### src/rtl/uc_recebe_dados.sv
`default_nettype none
// =============================================================================
// Module  : uc_recebe_dados
// Brief   : Receive-side game-state frame deframer fed byte-by-byte by uart_rx.
// Rev     : 1.0  initial release
// =============================================================================
module uc_recebe_dados #(
    parameter int         N_ASTE         = 16,
    parameter int         N_TIROS        = 16,
    parameter int         OPCODE_BYTES   = 4,
    parameter int         RODAPE_BYTES   = 2,
    parameter logic [7:0] RODAPE_BYTE    = 8'hFF,
    parameter int         ADDR_W         = 4,
    parameter int         TIMEOUT_CICLOS = 500000
) (
    input  logic                      clock,
    input  logic                      reset,
    input  logic                      habilita_recepcao,
    input  logic [7:0]                dado_rx,
    input  logic                      pronto_rx,
    output logic                      we_mem_aste,
    output logic                      we_mem_tiro,
    output logic [ADDR_W-1:0]         endereco_mem,
    output logic [7:0]                dado_mem,
    output logic [7:0]                pontuacao,
    output logic [7:0]                opcode_nave,
    output logic [7:0]                jogada_especial,
    output logic [8*OPCODE_BYTES-1:0] opcodes_aste,
    output logic [8*OPCODE_BYTES-1:0] opcodes_tiro,
    output logic                      quadro_valido,
    output logic                      erro_rodape,
    output logic                      erro_timeout,
    output logic                      ocupado,
    output logic [3:0]                db_estado
);

    localparam int MAX_POS = (N_ASTE > N_TIROS) ? N_ASTE : N_TIROS;
    localparam int MAX_AUX = (OPCODE_BYTES > RODAPE_BYTES) ? OPCODE_BYTES : RODAPE_BYTES;
    localparam int MAX_IDX = (MAX_POS > MAX_AUX) ? MAX_POS : MAX_AUX;
    localparam int IDX_W   = $clog2(MAX_IDX + 1);
    localparam int TO_W    = $clog2(TIMEOUT_CICLOS + 1);

    typedef enum logic [3:0] {
        ESPERA       = 4'd0,
        RX_PONTUACAO = 4'd1,
        RX_NAVE      = 4'd2,
        RX_POS_ASTE  = 4'd3,
        RX_OPC_ASTE  = 4'd4,
        RX_POS_TIRO  = 4'd5,
        RX_OPC_TIRO  = 4'd6,
        RX_ESPECIAL  = 4'd7,
        RX_RODAPE    = 4'd8,
        SINALIZA     = 4'd9,
        ERRO         = 4'd10
    } estado_t;

    estado_t                   estado;
    logic [IDX_W-1:0]          idx;
    logic [TO_W-1:0]           cnt_timeout;
    logic [7:0]                sh_pontuacao;
    logic [7:0]                sh_nave;
    logic [7:0]                sh_especial;
    logic [8*OPCODE_BYTES-1:0] sh_opc_aste;
    logic [8*OPCODE_BYTES-1:0] sh_opc_tiro;

    logic em_quadro;
    logic expira;

    assign em_quadro = (estado >= RX_NAVE) && (estado <= RX_RODAPE);
    // A byte arriving on the terminal count takes priority over the timeout.
    assign expira    = em_quadro && !pronto_rx &&
                       (cnt_timeout == TO_W'(TIMEOUT_CICLOS - 1));

    assign db_estado = estado;
    assign ocupado   = (estado != ESPERA);

    always_ff @(posedge clock) begin
        if (reset) begin
            estado          <= ESPERA;
            idx             <= '0;
            cnt_timeout     <= '0;
            sh_pontuacao    <= '0;
            sh_nave         <= '0;
            sh_especial     <= '0;
            sh_opc_aste     <= '0;
            sh_opc_tiro     <= '0;
            we_mem_aste     <= 1'b0;
            we_mem_tiro     <= 1'b0;
            endereco_mem    <= '0;
            dado_mem        <= '0;
            pontuacao       <= '0;
            opcode_nave     <= '0;
            jogada_especial <= '0;
            opcodes_aste    <= '0;
            opcodes_tiro    <= '0;
            quadro_valido   <= 1'b0;
            erro_rodape     <= 1'b0;
            erro_timeout    <= 1'b0;
        end else begin
            we_mem_aste   <= 1'b0;
            we_mem_tiro   <= 1'b0;
            quadro_valido <= 1'b0;
            erro_rodape   <= 1'b0;
            erro_timeout  <= 1'b0;

            if (em_quadro && !pronto_rx) begin
                cnt_timeout <= cnt_timeout + 1'b1;
            end else begin
                cnt_timeout <= '0;
            end

            if (expira) begin
                estado       <= ERRO;
                erro_timeout <= 1'b1;
                idx          <= '0;
            end else begin
                case (estado)
                    ESPERA: begin
                        if (habilita_recepcao && pronto_rx) begin
                            sh_pontuacao <= dado_rx;
                            idx          <= '0;
                            estado       <= RX_NAVE;
                        end
                    end
                    RX_NAVE: begin
                        if (pronto_rx) begin
                            sh_nave <= dado_rx;
                            idx     <= '0;
                            estado  <= RX_POS_ASTE;
                        end
                    end
                    RX_POS_ASTE: begin
                        if (pronto_rx) begin
                            we_mem_aste  <= 1'b1;
                            endereco_mem <= ADDR_W'(idx);
                            dado_mem     <= dado_rx;
                            if (idx == IDX_W'(N_ASTE - 1)) begin
                                idx    <= '0;
                                estado <= RX_OPC_ASTE;
                            end else begin
                                idx <= idx + 1'b1;
                            end
                        end
                    end
                    RX_OPC_ASTE: begin
                        if (pronto_rx) begin
                            for (int k = 0; k < OPCODE_BYTES; k++) begin
                                if (idx == IDX_W'(k)) sh_opc_aste[8*k +: 8] <= dado_rx;
                            end
                            if (idx == IDX_W'(OPCODE_BYTES - 1)) begin
                                idx    <= '0;
                                estado <= RX_POS_TIRO;
                            end else begin
                                idx <= idx + 1'b1;
                            end
                        end
                    end
                    RX_POS_TIRO: begin
                        if (pronto_rx) begin
                            we_mem_tiro  <= 1'b1;
                            endereco_mem <= ADDR_W'(idx);
                            dado_mem     <= dado_rx;
                            if (idx == IDX_W'(N_TIROS - 1)) begin
                                idx    <= '0;
                                estado <= RX_OPC_TIRO;
                            end else begin
                                idx <= idx + 1'b1;
                            end
                        end
                    end
                    RX_OPC_TIRO: begin
                        if (pronto_rx) begin
                            for (int k = 0; k < OPCODE_BYTES; k++) begin
                                if (idx == IDX_W'(k)) sh_opc_tiro[8*k +: 8] <= dado_rx;
                            end
                            if (idx == IDX_W'(OPCODE_BYTES - 1)) begin
                                idx    <= '0;
                                estado <= RX_ESPECIAL;
                            end else begin
                                idx <= idx + 1'b1;
                            end
                        end
                    end
                    RX_ESPECIAL: begin
                        if (pronto_rx) begin
                            sh_especial <= dado_rx;
                            idx         <= '0;
                            estado      <= RX_RODAPE;
                        end
                    end
                    RX_RODAPE: begin
                        if (pronto_rx) begin
                            if (dado_rx != RODAPE_BYTE) begin
                                idx         <= '0;
                                erro_rodape <= 1'b1;
                                estado      <= ERRO;
                            end else if (idx == IDX_W'(RODAPE_BYTES - 1)) begin
                                // Commit happens on the same edge that enters SINALIZA.
                                pontuacao       <= sh_pontuacao;
                                opcode_nave     <= sh_nave;
                                jogada_especial <= sh_especial;
                                opcodes_aste    <= sh_opc_aste;
                                opcodes_tiro    <= sh_opc_tiro;
                                quadro_valido   <= 1'b1;
                                idx             <= '0;
                                estado          <= SINALIZA;
                            end else begin
                                idx <= idx + 1'b1;
                            end
                        end
                    end
                    SINALIZA: estado <= ESPERA;
                    ERRO:     estado <= ESPERA;
                    default:  estado <= ESPERA;
                endcase
            end
        end
    end

endmodule
`default_nettype wire

### config.mk
export PLATFORM = sky130hd
export DESIGN_NAME = uc_recebe_dados
export DESIGN_NICKNAME = d
export VERILOG_FILES = /design/src/rtl/uc_recebe_dados.sv
export SDC_FILE = /design/constraint.sdc
export NUM_CORES = 1
export LEC_CHECK = 0
export ABC_AREA = 0
export CELL_PAD_IN_SITES_DETAIL_PLACEMENT = 1
export CELL_PAD_IN_SITES_GLOBAL_PLACEMENT = 1
export CORE_MARGIN = 4
export CORE_UTILIZATION = 30
export CTS_CLUSTER_SIZE = 10
export DETAILED_ROUTE_END_ITERATION = 12
export PLACE_DENSITY_LB_ADDON = 0.05
export SLEW_MARGIN = 15
export SYNTH_ARGS = -nofsm -noshare
export SYNTH_HDL_FRONTEND = slang
export SYNTH_SLANG_ARGS = --single-unit
### constraint.sdc
create_clock -name clock -period 2.9 [get_ports clock]
set_input_delay 0.435 -clock clock [delete_from_list [all_inputs] [get_ports clock]]
set_output_delay 0.435 -clock clock [all_outputs]
set_load 0.01 [all_outputs]
==> metrics.md, run 1 <==
| Metric | Value |
|---|---|
| DRT Pass-1 Iters | 6 |
| CTS tree | yes |
| Ys Warns | 0 |
| Area of the multi-input gates | 0.00370 sq mm |
| Reg area | 0.00442 sq mm |
| Area Overhead vs Synth | 28.6% |
| FILL cells | 3,214 |
| Post-synthesis sequential area ratio | 52.6% |
| GRT Util Overall | 15.4% |
| Site Rows | 61 |
| CP endpoint kind | primary output |
| FF+latch count, synth | 221 |
| Clock tree buffer depth | 3 |
| Cells after DPL | 1,406 |
| Most frequent cells in the layout | dfxtp_1, nand2_1, nor2_1, clkdlybuf4s50_1, mux2i_1 |
| H-tree depth | 1 |
| Hold Crit Class | input pin to register |
| Sequential share of power | 46.4% |
| Most common cell after layout, fill and taps aside | dfxtp_1 |
| Core ar. | 0.0277 sq mm |
| Cells along the critical path | buf_4 > nor2_1 > nand2_1 > clkdlybuf4s50_1 |
| PostCTS Resize Cnt | 0 |
| Final WL | 24,100 um |
| Initial DRC count | 228 |
| Slowest CP cell | clkdlybuf4s50_1 |
| Die W | 175 um |
| Ys async rst share | 0% |
| Via count | 6,672 |
| Clock Skew | 10.1 ps |
| Cells after synthesis | 941 |
| Buffers added on ports | 121 |
| Final Wtd Congestion | 0.709 |
| Endpoints failing setup | 0 |
| Starting density of the core | 30.4% |
| Synth Net Count | 960 |
| Number of enable flip-flop cells after synthesis | 0 |
| Pint | 5.09 mW |
| Synth cell types | 50 |
| Post-DP HPWL | 15,300 um |
| Dominant synthesized flop cell | dfxtp_1 |
| Post CTS Setup Buffer Count | 0 |
| Post-Route Setup TNS | 0 ps |
| I/O pin count | 122 |
| Root Driver | clkbuf_16 |
| Pleak | 4.07 nW |
| Die area | 0.0308 sq mm |
| WL/cell | 16.8 um |
| Cts hold-fix bufs | 0 |
| Tcrit/Tclk final | 86.6% |
| Final min period | 2510 ps |
| Actual slew at the worst max-slew pin | 686 ps |
| F_max | 398 MHz |
| ANT cells | 0 |
| Initial antenna violation count | 0 |
| Critical Path Start Type | register |
| Die Height | 175 um |
| Cell Area, Synth | 0.00841 sq mm |
| Power Density | 631 mW/mm^2 |
| Vias per cell | 4.64 |
| DRC errors left | 0 |
| Switching pwr | 1.73 mW |
| Post-route core utilization | 39.1% |
| Final hold viol count | 0 |
| Finished Layout Cells | 1,438 |
| Crit-path leading delay family | buffers and inverters |
| WP data required | 2470 ps |
| Vias in the first global route | 6,775 |
| Worst-path clk slew | 50 ps |
| Final Slew Violations | 0 |
| Nets | 1,075 |
| Slew headroom | 54.2% |
| Crit path largest cell delay | 540 ps |
| Status | complete, no violations |
| Critical Path AT | 2080 ps |
| Number of buffers created by CTS | 26 |
| RSZ-0062 raised after global routing | no |
| CTS sink count | 221 |
| Worst vdd ir | 0.282 mV |
| Max_cap viols | 0 |
| Buf+Inv Stages, Crit Path | 2 |
| Avg Cell Area, Syn | 8.94 sq um |
| Switching part of the total | 25.4% |
| Largest net degree at the start of global routing | 114 |
| Post-route ant nets | 0 |
| Part of the power in the clock network | 42.4% |
| Total grt overflow | 0 |
| Worst-path fanout max | 11 |
| First-pass GRT wire length | 38,600 um |
| Clk_lat worst skew | 530 ps |
| Layout cells sized above 1 | 7.17% |
| Critical path type | register to primary output |
| Gate power share | 11.2% |
layer usage:
metal  wire length [um]  up-vias  GRT usage, %  part of all wire (%)
li1                   -     3338             -                     -
met2              10600      107          24.3                    44
met3                889       35          2.30                   3.7
met4                449        0          3.51                   1.9
met1              12200     3192          22.4                    51
met5                  0        -             0                     0
final timing paths:
check / start / end / slack, ps / depth (start not counted)
worst max-delay path: db_estado[1] / ocupado / 390 / 4
worst min-delay path: reset / dado_mem[0] / 390 / 2
worst max register to register: db_estado[2] / idx[4] / 590 / 5
worst min register to register: cnt_timeout[0] / cnt_timeout[0] / 440 / 1
worst register-to-register path: stages, from the launching register on:
cell and delay (ps):
dfxtp_1 510, or4b_4 640, a21o_1 200, or3b_1 420
nand2b_1 280, o22ai_1 140
registers in the layout, summed over array words and instances (netlist names):
signal           cells
opcodes_aste        32
opcodes_tiro        32
sh_opc_aste         32
sh_opc_tiro         32
cnt_timeout         19
dado_mem             8
jogada_especial      8
opcode_nave          8
pontuacao            8
sh_especial          8
sh_nave              8
sh_pontuacao         8
idx                  5
db_estado            4
endereco_mem         4
erro_rodape          1
erro_timeout         1
quadro_valido        1
we_mem_aste          1
we_mem_tiro          1
per-stage QoR:
step	worst slack (ps)	power, mW	instance area, sq um	hold WS (ps)
finish	389	6.83	10800	391
global route	288	7.15	10800	412
CTS	317	6.95	10800	390
detailed placement	442	4.01	10100	444
global placement	470	4.01	10100	432
floorplan	841	3.73	8410	418
Yosys cell counts (2+ instances only):
| cell type | instances | area (sq um) |
|---|---|---|
| dfxtp_1 | 221 | 4420 |
| mux2i_1 | 102 | 1020 |
| nor3_2 | 4 | 40.0 |
| nand4_1 | 9 | 56.3 |
| and4_1 | 4 | 35.0 |
| nor3b_1 | 2 | 15.0 |
| clkbuf_1 | 48 | 180 |
| nor3_4 | 2 | 32.5 |
| nor3_1 | 7 | 35.0 |
| a31oi_1 | 2 | 12.5 |
| nand2_1 | 197 | 739 |
| inv_1 | 11 | 41.3 |
| a21oi_1 | 98 | 490 |
| or4b_4 | 3 | 41.3 |
| and3_1 | 3 | 18.8 |
| ha_1 | 7 | 87.6 |
| xnor2_1 | 11 | 96.3 |
| nor4b_1 | 4 | 35.0 |
| nand2b_1 | 6 | 37.5 |
| nor2b_1 | 3 | 18.8 |
| buf_2 | 12 | 60.1 |
| nor2_1 | 131 | 492 |
| o22ai_1 | 2 | 12.5 |
| or3_1 | 4 | 25.0 |
| nand3b_1 | 2 | 15.0 |
| xor2_1 | 6 | 52.6 |
| o21ai_0 | 5 | 25.0 |
| nand3_1 | 13 | 65.1 |
power groups by stage:
stage | sequential [mW] | clock (mW) | combinational (mW)
2_1_floorplan | 3.20 | 0 | 0.528
4_1_cts | 3.17 | 3.00 | 0.781
6_report | 3.17 | 2.90 | 0.764
5_1_grt | 3.18 | 3.14 | 0.833
3_3_place_gp | 3.24 | 0 | 0.779
3_5_place_dp | 3.23 | 0 | 0.778
area by class of cell:
cell class | count | share of cell area, %
clock buffers | 31 | 6.56
well taps | 378 | 4.37
multi-input cells | 647 | 34.2
flip-flops and latches | 221 | 40.9
repair buffers | 149 | 13.5
clock inverters | 1 | 0.150
inverters | 11 | 0.382
kinds of logic (layout without fill, tap and decap cells):
group / count (synthesis) / in the layout / synth area share (%)
xor+xnor: 17 / 17 / 1.77
buf+inv: 73 / 192 / 3.52
flops: 221 / 221 / 52.6
mux: 102 / 102 / 12.1
compound gates: 116 / 116 / 7.60
simple gates: 405 / 405 / 21.4
fa+ha+maj: 7 / 7 / 1.04
Power figures use the tool's default switching activity.
==> run 2: changes to the inputs <==
--- a/config.mk
+++ b/config.mk
@@ -6,8 +6,8 @@
 export NUM_CORES = 1
 export LEC_CHECK = 0
 export ABC_AREA = 0
-export CELL_PAD_IN_SITES_DETAIL_PLACEMENT = 1
-export CELL_PAD_IN_SITES_GLOBAL_PLACEMENT = 1
+export CELL_PAD_IN_SITES_DETAIL_PLACEMENT = 0
+export CELL_PAD_IN_SITES_GLOBAL_PLACEMENT = 2
 export CORE_MARGIN = 4
 export CORE_UTILIZATION = 30
 export CTS_CLUSTER_SIZE = 10
==> metrics.md, run 2 (synthesis gave the netlist of run 1 again) <==
| Metric | Value |
|---|---|
| Status | complete, no violations |
| Buf+Inv Stages, Crit Path | 1 (-1) |
| F_max | 377 MHz (-5.4%) |
| Initial DRC count | 316 (+39%) |
| First-pass GRT wire length | 37,800 um (-2.0%) |
| Worst-path clk slew | 50 ps (about the same) |
| Tcrit/Tclk final | 91.6% (+5.0 points) |
| WL/cell | 16.5 um (-1.9%) |
| Final Wtd Congestion | 0.752 (+6.1%) |
| Post-DP HPWL | 15,100 um (-1.5%) |
| Clk_lat worst skew | 520 ps (about the same) |
| Final min period | 2660 ps (+144 ps) |
| Cts hold-fix bufs | 0 (unchanged) |
| Cells along the critical path | nor2_1 > nand2_1 > clkdlybuf4s50_1 |
| Total grt overflow | 0 (unchanged) |
| Slew headroom | 50.9% (-3.4 points) |
| Layout cells sized above 1 | 7.32% (+0.15 points) |
| Die area | 0.0308 sq mm (unchanged) |
| Nets | 1,077 (+0.19%) |
| Post-route ant nets | 0 (unchanged) |
| I/O pin count | 122 (unchanged) |
| Cells after DPL | 1,407 (+0.071%) |
| Core ar. | 0.0277 sq mm (unchanged) |
| Power Density | 636 mW/mm^2 (+0.76%) |
| ANT cells | 0 (unchanged) |
| Reg area | 0.00442 sq mm (unchanged) |
| Worst vdd ir | 0.272 mV (-3.6%) |
| Final WL | 23,800 um (-1.5%) |
| Largest net degree at the start of global routing | 107 (-6.1%) |
| PostCTS Resize Cnt | 0 (unchanged) |
| Die W | 175 um (unchanged) |
| Actual slew at the worst max-slew pin | 730 ps (+44.0 ps) |
| Root Driver | clkbuf_16 |
| DRC errors left | 0 (unchanged) |
| Buffers added on ports | 121 (unchanged) |
| Final hold viol count | 0 (unchanged) |
| H-tree depth | 1 (unchanged) |
| Site Rows | 61 (unchanged) |
| Initial antenna violation count | 0 (unchanged) |
| Worst-path fanout max | 15 (+4) |
| Final Slew Violations | 0 (unchanged) |
| Most frequent cells in the layout | dfxtp_1, nand2_1, nor2_1, clkdlybuf4s50_1, mux2i_1 |
| Power Total | 6.92 mW (+1.4%) |
| Area of the multi-input gates | 0.00370 sq mm (unchanged) |
| FILL cells | 2,880 (-10%) |
| Crit-path leading delay family | flip-flops |
| Endpoints failing setup | 0 (unchanged) |
| Die Height | 175 um (unchanged) |
| CTS tree | yes |
| Clock Skew | 12.8 ps (+2.75 ps) |
| RSZ-0062 raised after global routing | no |
| Crit path largest cell delay | 760 ps (+220 ps) |
| Via count | 6,570 (-1.5%) |
| Number of buffers created by CTS | 27 (+3.8%) |
| Slowest CP cell | dfxtp_1 |
| Area Overhead vs Synth | 29.4% |
| Fin area | 0.0109 sq mm (+0.64%) |
| Smallest hold slack | 283 ps (-108 ps) |
| WP data required | 2470 ps (about the same) |
| CP endpoint kind | primary output |
| Finished Layout Cells | 1,444 (+0.42%) |
| Critical Path AT | 2220 ps (+140 ps) |
| DRT Pass-1 Iters | 4 (-2) |
| Post-DP Area | 0.0101 sq mm (+0.32%) |
| Post-Route Setup TNS | 0 ps (unchanged) |
| Most common cell after layout, fill and taps aside | dfxtp_1 |
| Hold Crit Class | input pin to register |
| Max_cap viols | 0 (unchanged) |
| Vias in the first global route | 6,549 (-3.3%) |
| Pleak | 4.10 nW (+0.81%) |
| Critical Path Start Type | register |
| Starting density of the core | 30.4% (unchanged) |
| Vias per cell | 4.55 (-1.9%) |
| Post CTS Setup Buffer Count | 0 (unchanged) |
| Critical path type | register to primary output |
| CTS sink count | 221 (unchanged) |
| Clock tree buffer depth | 3 (unchanged) |
| GRT Util Overall | 15.2% (-0.24 points) |
[run 2: cell types whose count changed in the layout (fill, tap and decap cells not counted)]
cell       previous run  this run
clkbuf_16            26        27
buf_12                3         5
clkbuf_1              1         5
clkinv_8              1         0
bufinv_16             0         1
buf_4                25        24
clkbuf_8              4         2
clkinv_2              0         2
[run 2: worst paths after layout]
| check | slack, ps | from | cells past startpoint | endpoint |
|---|---|---|---|---|
| worst min-delay path | 280 | reset | 2 | sh_opc_aste[1] |
| worst max-delay path | 240 | db_estado[1] | 3 | ocupado |
| worst max register to register | 550 | idx[0] | 6 | db_estado[2] |
| worst min register to register | 450 | opcodes_aste[31] | 2 | opcodes_aste[31] |
[run 2: layer usage]
layer,GRT usage [%],share of wire [%],vias to the layer above
li1,-,-,3353
met1,21.5,49,3080
met2,23.7,44,104
met3,3.10,4.6,33
met4,3.77,1.8,0
met5,0,0,-
[run 2: layout make-up]
type | count | share of cell area [%]
timing repair buffer | 150 | 13.7
multi-input combinational | 647 | 33.9
inverter | 11 | 0.379
tap | 378 | 4.34
sequential | 221 | 40.6
clock buffer | 34 | 6.63
clock inverter | 3 | 0.368
[run 2: worst reg2reg max path: cells and delay by family (launching register included)]
kind            cells  cell delay, ps
compound gates      2             480
fa+ha+maj           1             300
flops               1             460
simple gates        3            1050
[run 2: per-stage QoR]
step | setup WS (ps) | utilization, %
after floorplan | 841 | -
after global placement | 438 | 36.6
after detailed placement | 413 | 36.6
after CTS | 194 | 39.3
after global routing | 93.8 | 39.3
final | 245 | 39.3
[run 2: power by group]
| group | switching, mW | internal, mW | total [mW] | leakage, nW |
|---|---|---|---|---|
| Combinational | 0.445 | 0.305 | 0.751 | 1.95 |
| Sequential | 0.0851 | 3.10 | 3.19 | 1.78 |
| Clock | 1.19 | 1.80 | 2.99 | 0.375 |
==> run 3: changes to the inputs <==
--- a/config.mk
+++ b/config.mk
@@ -8,10 +8,11 @@
 export ABC_AREA = 0
 export CELL_PAD_IN_SITES_DETAIL_PLACEMENT = 0
 export CELL_PAD_IN_SITES_GLOBAL_PLACEMENT = 2
-export CORE_MARGIN = 4
+export CORE_MARGIN = 2
 export CORE_UTILIZATION = 30
 export CTS_CLUSTER_SIZE = 10
 export DETAILED_ROUTE_END_ITERATION = 12
+export DONT_BUFFER_PORTS = 1
 export PLACE_DENSITY_LB_ADDON = 0.05
 export SLEW_MARGIN = 15
 export SYNTH_ARGS = -nofsm -noshare
==> metrics.md, run 3 (synthesis gave the netlist of run 1 again) <==
| Metric | Value |
|---|---|
| Status | complete, no violations |
| Buf+Inv Stages, Crit Path | 2 (+1) |
| Slew headroom | 25.9% (-25 points) |
| Post CTS Setup Buffer Count | 0 (unchanged) |
| Layout cells sized above 1 | 6.14% (-1.2 points) |
| Initial DRC count | 264 (-16%) |
| Cts hold-fix bufs | 5 (+5) |
| Critical Path Start Type | register |
| CP endpoint kind | register |
| DRT Pass-1 Iters | 4 (unchanged) |
| CTS sink count | 221 (unchanged) |
| Worst vdd ir | 0.344 mV (+27%) |
| Worst-path clk slew | 50 ps (about the same) |
| Crit-path leading delay family | simple AND/OR/NAND/NOR gates |
| Die Height | 171 um (-2.3%) |
| Switching part of the total | 24.9% (+0.11 points) |
| Pleak | 3.60 nW (-12%) |
| PostCTS Resize Cnt | 0 (unchanged) |
| Critical Path Source | db_estado[1] |
| Die area | 0.0294 sq mm (-4.5%) |
| Most frequent CP cell | buf_4 |
| First-pass GRT wire length | 36,700 um (-2.8%) |
| Worst R2R End | opcodes_tiro[1] |
| M3 GR Usage | 4.37% (+1.3 points) |
| Initial antenna violation count | 0 (unchanged) |
| Most Crowded Layer GR | met2 |
| Final hold viol count | 0 (unchanged) |
| Via count | 6,176 (-6.0%) |
| Crit path depth | 6 (+3) |
| Total grt overflow | 0 (unchanged) |
| Post-route ant nets | 0 (unchanged) |
| Tcrit/Tclk final | 78.4% (-13 points) |
| Most frequent cells in the layout | dfxtp_1, nand2_1, nor2_1, mux2i_1, a21oi_1 |
| Final Slew Violations | 0 (unchanged) |
| Clock Skew | 13.2 ps (+0.339 ps) |
| H-tree depth | 1 (unchanged) |
| Critical Path End | opcodes_tiro[1] |
| Critical path type | register to register |
| GRT met2 Usage | 26.6% (+2.9 points) |
| Met1 Use GR | 21.1% (-0.47 points) |
| Die W | 171 um (-2.3%) |
| Hold Crit Class | input pin to register |
| Sequential share of power | 47.6% (+1.6 points) |
| Part of the power in the clock network | 42.9% (-0.2 points) |
| Nets | 941 (-13%) |
| Largest net degree at the start of global routing | 102 (-4.7%) |
| Switching pwr | 1.66 mW (-3.2%) |
| Clock tree buffer depth | 3 (unchanged) |
| Number of buffers created by CTS | 26 (-3.7%) |
| Gate power share | 9.5% (-1.3 points) |
| Core ar. | 0.0277 sq mm (unchanged) |
| Critical R2R Launch | db_estado[1] |
| R2R Setup Slk | 630 ps (+80 ps) |
| Most common cell after layout, fill and taps aside | dfxtp_1 |
| Clk_lat worst skew | 520 ps (about the same) |
| Cells along the critical path | buf_4 > nor4b_1 > and4_4 > buf_4 > nand2_1 > a21oi_1 |
| GRT Util Overall | 16.3% (+1.1 points) |
| Pint | 5.01 mW (-3.7%) |
| Post-DP HPWL | 14,100 um (-6.5%) |
| Actual slew at the worst max-slew pin | 1110 ps (+377 ps) |
| I/O pin count | 122 (unchanged) |
| Slowest CP cell | nor4b_1 |
| Buffers added on ports | 0 (-100%) |
| Crit path largest cell delay | 480 ps (-280 ps) |
| Final Wtd Congestion | 0.754 (+0.29%) |
| Post-Route Setup TNS | 0 ps (unchanged) |
| WP data required | 3340 ps (+870 ps) |
| Final min period | 2270 ps (-381 ps) |
| Reg2Reg Depth | 6 (unchanged) |
| Cells after DPL | 1,267 (-10%) |
| DRC errors left | 0 (unchanged) |
| ANT cells | 0 (unchanged) |
| CTS tree | yes |
| Vias in the first global route | 6,304 (-3.7%) |
| Critical Path AT | 2710 ps (+490 ps) |
| Area Overhead vs Synth | 13.4% |
| Finished Layout Cells | 1,307 (-9.5%) |
| Root Driver | clkbuf_16 |
| Power Density | 700 mW/mm^2 (+10%) |
| Endpoints failing setup | 0 (unchanged) |
| RSZ-0062 raised after global routing | no |
| Starting density of the core | 30.4% (unchanged) |
| Vias per cell | 4.73 (+3.9%) |
| Site Rows | 61 (unchanged) |
| Final WL | 23,800 um (about the same) |
| WL/cell | 18.2 um (+11%) |
| F_max | 440 MHz (+17%) |
| Worst-path fanout max | 36 (+21) |
| Worst hold stages | 2 (unchanged) |
| Max_cap viols | 0 (unchanged) |
[run 3: changes by cell type in the layout (fill, tap and decap cells not counted), moves of 2 or more]
cell / previous run / this run
buf_4: 24 / 8
clkbuf_1: 5 / 7
clkdlybuf4s50_1: 120 / 0
clkinv_2: 2 / 0
dlygate4sd3_1: 0 / 2
[run 3: final cells by class]
type                       instances  area [sq um]
fill                            2856         18200
sequential                       221          4420
multi-input combinational        647          3700
clock buffer                      35           716
tap                              378           473
timing repair buffer              15           188
inverter                          11          41.3
[run 3: worst min path at each step]
stage / startpoint / end
floorplan: cnt_timeout[0] / cnt_timeout[0]
global placement: cnt_timeout[0] / cnt_timeout[0]
detailed placement: cnt_timeout[0] / cnt_timeout[0]
CTS: pronto_rx / quadro_valido
global route: pronto_rx / quadro_valido
finish: pronto_rx / quadro_valido
[run 3: power by group through the flow]
stage | combinational (mW) | sequential (mW) | clock (mW)
after floorplan | 0.528 | 3.20 | 0
after global placement | 0.576 | 3.24 | 0
after detailed placement | 0.573 | 3.24 | 0
after CTS | 0.638 | 3.18 | 2.98
after global routing | 0.693 | 3.19 | 3.09
final | 0.633 | 3.18 | 2.87
[run 3: stage by stage]
stage	worst slack, ps	hold slack (ps)	power, mW	utilization [%]	cell area (sq um)
floorplan	841	418	3.73	-	8410
global placement	645	428	3.81	31.5	8730
detailed placement	654	439	3.81	31.5	8730
CTS	640	18.9	6.79	34.4	9540
global route	469	30.0	6.97	34.4	9540
finish	626	50.2	6.67	34.4	9540
[run 3: routing by layer]
layer  wire length (um)  up-vias  part of all wire, %
li1                   -     3082                    -
met1              11000     2922                   46
met2              10700      128                   45
met3               1530       44                  6.4
met4                586        0                  2.5
met5                  0        -                    0
